<file path="config.mk">
export PLATFORM = sky130hd
export DESIGN_NAME = regfile_snapshot_ctrl
export DESIGN_NICKNAME = d
export VERILOG_FILES = /design/src/rtl/regfile_snapshot_ctrl.sv
export SDC_FILE = /design/constraint.sdc
export NUM_CORES = 1
export LEC_CHECK = 0
export BUFFER_PORTS_ARGS = -buffer_cell sky130_fd_sc_hd__buf_2
export CELL_PAD_IN_SITES_DETAIL_PLACEMENT = 0
export CELL_PAD_IN_SITES_GLOBAL_PLACEMENT = 1
export CORE_UTILIZATION = 45
export CTS_BUF_LIST = sky130_fd_sc_hd__clkbuf_8
export CTS_CLUSTER_DIAMETER = 200
export DETAILED_ROUTE_END_ITERATION = 10
export GPL_TIMING_DRIVEN = 0
export PLACE_DENSITY = 0.76
export REMOVE_ABC_BUFFERS = 1
export SLEW_MARGIN = 10
export SYNTH_ARGS = -nofsm -noshare
export SYNTH_HDL_FRONTEND = slang
export SYNTH_SLANG_ARGS = --single-unit
</file>
<file path="constraint.sdc">
create_clock -name clk -period 2.1 [get_ports clk]
set_input_delay 0.42 -clock clk [delete_from_list [all_inputs] [get_ports clk]]
set_output_delay 0.42 -clock clk [all_outputs]
set_load 0.01 [all_outputs]
</file>
<file path="src/rtl/regfile_snapshot_ctrl.sv">
// Checkpoint/restore sequencer: keeps NSNAPS copies of a register file's contents
// and writes one back through the RF dump port for a single cycle on request.
//
//  state   | meaning
//  --------+-------------------------------------------------------------
//  IDLE    | accepting alloc / free / restore requests
//  RESTORE | driving rst_buf onto rf_dump_in with rf_dump_wr_en for one cycle
module regfile_snapshot_ctrl #(
    parameter int DTYPE  = 8,
    parameter int NREGS  = 2,
    parameter int NSNAPS = 4,
    localparam int SW    = $clog2(NSNAPS),
    localparam int W     = NREGS * DTYPE
) (
    input  logic          clk,
    input  logic          reset,
    input  logic [W-1:0]  rf_dump_out,
    output logic [W-1:0]  rf_dump_in,
    output logic          rf_dump_wr_en,
    input  logic          alloc_call,
    output logic          alloc_rdy,
    output logic [SW-1:0] alloc_id,
    input  logic          free_call,
    input  logic [SW-1:0] free_id,
    input  logic          restore_call,
    input  logic [SW-1:0] restore_id,
    output logic          restore_rdy,
    output logic          restore_done,
    output logic          restore_err,
    output logic [SW:0]   num_free
);

    typedef enum logic {IDLE, RESTORE} state_t;

    state_t              state;
    logic [NSNAPS-1:0]   valid;
    logic [W-1:0]        snap [NSNAPS];
    logic [W-1:0]        rst_buf;
    logic                any_free;
    logic                alloc_fire;
    logic                restore_fire;
    logic                restore_hit;

    // Lowest-index free slot and free-slot count, both from the registered valid bits
    // so a slot freed this cycle is only offered from the next one.
    always_comb begin
        alloc_id = '0;
        any_free = 1'b0;
        for (int i = NSNAPS - 1; i >= 0; i--) begin
            if (!valid[i]) begin
                alloc_id = SW'(i);
                any_free = 1'b1;
            end
        end
    end

    always_comb begin
        num_free = '0;
        for (int i = 0; i < NSNAPS; i++) begin
            if (!valid[i]) begin
                num_free = num_free + (SW+1)'(1);
            end
        end
    end

    assign restore_rdy  = (state == IDLE);
    assign alloc_rdy    = restore_rdy && any_free;
    assign alloc_fire   = alloc_call && alloc_rdy;
    assign restore_fire = restore_call && restore_rdy;
    // A slot allocated in this same cycle is not yet valid, so restoring it is an error.
    assign restore_hit  = valid[restore_id];

    assign rf_dump_in   = rf_dump_wr_en ? rst_buf : '0;

    // Slot occupancy; an alloc always targets an invalid slot, so a simultaneous
    // free of that slot is a no-op and the set may safely win.
    always_ff @(posedge clk) begin
        if (reset) begin
            valid <= '0;
        end else begin
            if (free_call) begin
                valid[free_id] <= 1'b0;
            end
            if (alloc_fire) begin
                valid[alloc_id] <= 1'b1;
            end
        end
    end

    // Snapshot storage and restore buffer carry no reset; their contents are
    // meaningless until qualified by valid / rf_dump_wr_en.
    always_ff @(posedge clk) begin
        if (alloc_fire) begin
            snap[alloc_id] <= rf_dump_out;
        end
        if (restore_fire && restore_hit) begin
            rst_buf <= snap[restore_id];
        end
    end

    always_ff @(posedge clk) begin
        if (reset) begin
            state         <= IDLE;
            rf_dump_wr_en <= 1'b0;
            restore_done  <= 1'b0;
            restore_err   <= 1'b0;
        end else begin
            restore_err <= 1'b0;
            case (state)
                IDLE: begin
                    rf_dump_wr_en <= 1'b0;
                    restore_done  <= 1'b0;
                    if (restore_fire) begin
                        if (restore_hit) begin
                            state         <= RESTORE;
                            rf_dump_wr_en <= 1'b1;
                            restore_done  <= 1'b1;
                        end else begin
                            restore_err <= 1'b1;
                        end
                    end
                end
                RESTORE: begin
                    state         <= IDLE;
                    rf_dump_wr_en <= 1'b0;
                    restore_done  <= 1'b0;
                end
                default: begin
                    state         <= IDLE;
                    rf_dump_wr_en <= 1'b0;
                    restore_done  <= 1'b0;
                end
            endcase
        end
    end

endmodule
</file>
# Yosys cells after proc, flatten, opt, wreduce, memory -nomap -nowiden
# Memory sizes are Yosys's and may differ from the RTL's. A register that Yosys moved wholly into a read port is not among the register bits.
# Cells that the tools add are included.
dict set report totals {
  input_bits 25
  mem_bits_rw 64
  wordCells 52
  register_bits 6
  out_inout_bits 26
  n_memories 1
}
dict set report classes {
  n_lt_le_gt_ge 5
  bitwise 5
  muxes 28
  reduce_logical 7
  addsub 3
}
# memory depth word_bits rd rd_clocked_by_memory_dff write_ports line_no
set mem_list {}
lappend mem_list {snap 4 16 1 1 1 37} ;# logic [W-1:0] snap [NSNAPS];
# op n
set op_table {}
lappend op_table {{2-to-1 mux 16 bit} 1}
lappend op_table {{2-to-1 mux 1 bit} 13}
lappend op_table {{2-to-1 mux 4 bit} 3}
lappend op_table {{adder 3 x 1 -> 3 bit (second input constant)} 3}
lappend op_table {{< comparator 2 x 3 -> 1 bit (second input constant)} 3}
lappend op_table {{2-to-1 mux 3 bit} 3}
lappend op_table {{2-to-1 mux 2 bit} 4}
lappend op_table {{logical AND 1 bit} 6}
lappend op_table {{AND 4 bit} 1}
lappend op_table {{demux 1 bit (select 2 bit)} 2}
lappend op_table {{>= comparator 2 x 1 -> 1 bit (second input constant)} 2}
lappend op_table {{NOT 4 bit} 1}
lappend op_table {{bitwise OR 4 bit} 1}
lappend op_table {{OR reduction 3 bit} 1}
lappend op_table {{binary-select mux 1 bit (select 2 bit)} 1}
lappend op_table {{NOT 1 bit} 2}
lappend op_table {{case mux 1 bit (2 select lines)} 1}

# Logic depth before layout (Yosys ltp)
dict set report logic_depth {
  ltp_word 10
  ltp_mapped 7
  depth_no_buf 7
}

# Worst setup path before layout
# OpenSTA, ideal clock, no wires.
dict set report synth_path {
  kind {register -> output}
  startpoint {reg valid[0]}
  endpoint {out num_free[1]}
  t_arrival_ns 1.632
  path_slack_ns 0.048
  n_path_buf 0
  stages_incl_launch_ff 7
  required_time_ns 1.680
  path_cell_list {dfxtp_1 inv_1 ha_1 xnor2_1 ha_1 nor2b_1 a31o_2}
}
dict set report synth_via {
  elab_chain_len 7
}
# element line_no
set synth_rtl {}
lappend synth_rtl {{start, declared} 36} ;# logic [NSNAPS-1:0] valid;
lappend synth_rtl {{start signal, assigned} 79} ;# valid <= '0;
lappend synth_rtl {{start signal, assigned by index} 82} ;# valid[free_id] <= 1'b0;
lappend synth_rtl {{start signal, assigned by index} 85} ;# valid[alloc_id] <= 1'b1;
lappend synth_rtl {{2-to-1 mux 1 bit *} 60} ;# if (!valid[i]) begin
lappend synth_rtl {{adder 3 x 1 -> 3 bit} 61} ;# num_free = num_free + (SW+1)'(1);
lappend synth_rtl {{2-to-1 mux 3 bit *} 60}
lappend synth_rtl {{adder 3 x 1 -> 3 bit} 61}
lappend synth_rtl {{2-to-1 mux 3 bit *} 60}
lappend synth_rtl {{adder 3 x 1 -> 3 bit} 61}
lappend synth_rtl {{2-to-1 mux 3 bit *} 60}
lappend synth_rtl {{end, declared} 30} ;# output logic [SW:0] num_free
# Every way passes the cells marked *; elsewhere a longest branch is shown, timed or not.

# Final worst setup path
dict set report layout_path {
  startpoint {reg valid[1]}
  endpoint {out num_free[1]}
}
dict set report layout_via {
  elab_chain_len 5
}
# element line_no
set layout_rtl {}
lappend layout_rtl {{2-to-1 mux 3 bit *} 60}
lappend layout_rtl {{adder 3 x 1 -> 3 bit} 61}
lappend layout_rtl {{2-to-1 mux 3 bit *} 60}
lappend layout_rtl {{adder 3 x 1 -> 3 bit} 61}
lappend layout_rtl {{2-to-1 mux 3 bit *} 60}
# Marked as above.

==> metrics.cfg <==
[yosys]
synth_top_family_by_area=multiplexers
synth_cells=168
syn_area_mm2=0.003372
ys_ff_latch=86
synth-compound-area-share_pct=1.818
synth_warnings=0
ys_seq_area_share_pct=74.81
synthAdderAreaFrac_pct=1.113
synthMuxAreaShare_pct=11.91
synthSimpleGateAreaFrac_pct=7.607
synth_cell_types=26
yosys.area_share.xor_xnor_pct=0.7792
avgSynthCellArea_um2=20.07

[clocking]
cts_buffer_depth=2
cts_buffers=9
cts_tree=done
clk_latency_ns=0.35
clkSinkCount=86
htreeDepth=3
ctsRootBufferMaster=clkbuf_8
ctsHoldBuffers=0
clkTransAtPathRegs_ns=0.08

[floorplanning]
rows=31
core-area_mm2=0.007253
die_y_um=88.57
ios=51
die_x_um=88.57
start_util_pct=46.49
dieArea_mm2=0.007844

[sta]
timing.final.ws_setup_ns=-0.2080
finClkSkew_ns=0.009163
rsz0062_at_grt=true
setup_tns_ns=-0.3115
max_slew_margin_pct=51.08
clock.fmax_mhz=433.3
tightest_slew_ns=0.7328
final_max_slew_viol_count=0
finalCriticalPeriod_ns=2.308
finalHoldViolCount=0
finalSetupViolations=3
post-route-period-util_pct=109.9

[drt]
postRouteAntennaNets=0
vias=1708
wl_per_cell_um=16.61
dr.pass1.iters=4
drtIter0Drc=76
finalWirelength_mm=5.632
drc=0
post_drt_via_cell_ratio=5.038

[finish]
layout.core_utilization_pct=57.50
fillers=570
multiInputGateArea_um2=882.1
layout_common_cells=80 x edfxtp_1, 49 x buf_2, 16 x and2_1
nNetsFinal=263
seq_area_mm2=0.002531
diodes=0
final_common_cell=edfxtp_1
area_delta_synth_final_pct=23.67
final_area_mm2=0.004170
drive_above_1_share_pct=45.83

[placement]
gp_congestion=0.7349
port_buffers=50
hpwl_mm=3.438
dp_slack_ns=-0.3398
dpl_cell_area_mm2=0.003757

[critical_path]
worst_path_most_repeated_cell=ha_4
cp_slowest_cell=dfxtp_4
critPathRequiredTime_ns=1.68
arrival_ns=1.89
path_buf_inv=2
crit_family=adder cells
cp_max_fo=3
crit_path_end_kind=primary output
worstSetupPathType=reg2out
crit_chain=inv_4 > ha_4 > xnor2_4 > ha_4 > nor2b_4 > a31o_4 > buf_6
slowest_delay_ns=0.37
start_kind=register

[global_route]
gr-total-overflow=0
grt_pass1_wl_mm=8.631
grt_use_total_pct=15.84
grt_pass1_vias=1680
antenna_found_initial=0
grt_max_degree=26

[run]
cap_violations=0

[outcome]
status=complete, but fails checks
violations=negative setup slack

[pwr]
power.ir.vdd_worst_mv=0.5948
power.leakage_uw=0.001510
p_per_area_mw_per_mm2=831.6

[hold_path]
hp-class=in2reg

==> logic make-up after synthesis <==
logic type,after synthesis
adders and majority gates,3
muxes,17
DFF,86
buffers and inverters,13
and+or+nand+nor,38
xor gates and xnor gates,3
AOI/OAI and AO/OA,8
==> timing repair <==
action,in CTS,in global routing
buffers inserted,6,5
resized for setup,17,8
pin swaps,2,4
endpoints found under the setup margin,3,34
==> registers in the layout, summed over array words and instances (netlist names) <==
register	flops
rst_buf	16
valid	4
snap	64
state	1
restore_err	1
==> layer usage <==
| metal | GRT usage, % | vias to the layer above | share of wire (%) |
|---|---|---|---|
| li1 | - | 805 | - |
| met1 | 19.47 | 847 | 42 |
| met2 | 26.64 | 45 | 52 |
| met3 | 5.131 | 11 | 4.5 |
| met4 | 5.279 | 0 | 1.2 |
| met5 | 0 | - | 0 |
==> per-stage QoR <==
stage,cells,total power [uW],hold WS (ns)
6_report,339,3468,0.2796
5_1_grt,339,3593,0.2681
4_1_cts,334,3468,0.2645
3_5_place_dp,312,2219,0.6082
3_3_place_gp,308,2204,0.5997
2_1_floorplan,159,2106,0.4928
==> path summary, 6_finish.rpt <==
check	to	cells past startpoint	startpoint	slack (ns)
setup / recovery	num_free[1]	7	valid[1]$_SDFF_PP0_	-0.21
hold / removal	snap[0][3]$_DFFE_PP_	1	rf_dump_out[3]	0.28
setup reg to reg	snap[2][6]$_DFFE_PP_	3	state$_SDFF_PP0_	0.04
hold reg to reg	valid[1]$_SDFF_PP0_	2	valid[1]$_SDFF_PP0_	0.52
==> report_power, final <==
| part | leakage, uW | switching [uW] | internal, uW |
|---|---|---|---|
| combinational | 0.000615 | 142 | 163 |
| sequential | 0.000783 | 17.7 | 1930 |
| clock | 0.000112 | 552 | 663 |
| total | 0.00151 | 712 | 2760 |
==> synth_stat cells <==
master | instances | share of area (%)
edfxtp_1 | 80 | 71
and2_1 | 17 | 3.2
mux4_2 | 12 | 8.0
dfxtp_1 | 6 | 3.6
mux4_1 | 5 | 3.9
nand2b_1 | 5 | 0.93
a211oi_1 | 4 | 0.89
clkbuf_1 | 4 | 0.45
inv_1 | 4 | 0.45
nor2_1 | 4 | 0.45
ha_1 | 3 | 1.1
xnor2_1 | 3 | 0.78
and3_1 | 2 | 0.37
and4b_1 | 2 | 0.59
buf_2 | 2 | 0.30
buf_4 | 2 | 0.45
nand3b_1 | 2 | 0.45
nor2b_1 | 2 | 0.37
nor4bb_1 | 2 | 0.59
a21oi_1 | 1 | 0.15
a31o_2 | 1 | 0.26
a41oi_1 | 1 | 0.26
buf_6 | 1 | 0.33
nand4b_1 | 1 | 0.26
nor4b_2 | 1 | 0.45
o32ai_1 | 1 | 0.26
==> layout make-up <==
class / count / share of cell area, %
Sequential cell: 86 / 60.70
Multi-Input combinational cell: 69 / 21.15
Timing Repair Buffer: 65 / 9.571
Clock buffer: 9 / 2.970
Tap cell: 99 / 2.970
Clock inverter: 7 / 2.160
Inverter: 4 / 0.4800
Power figures use the tool's default switching activity.
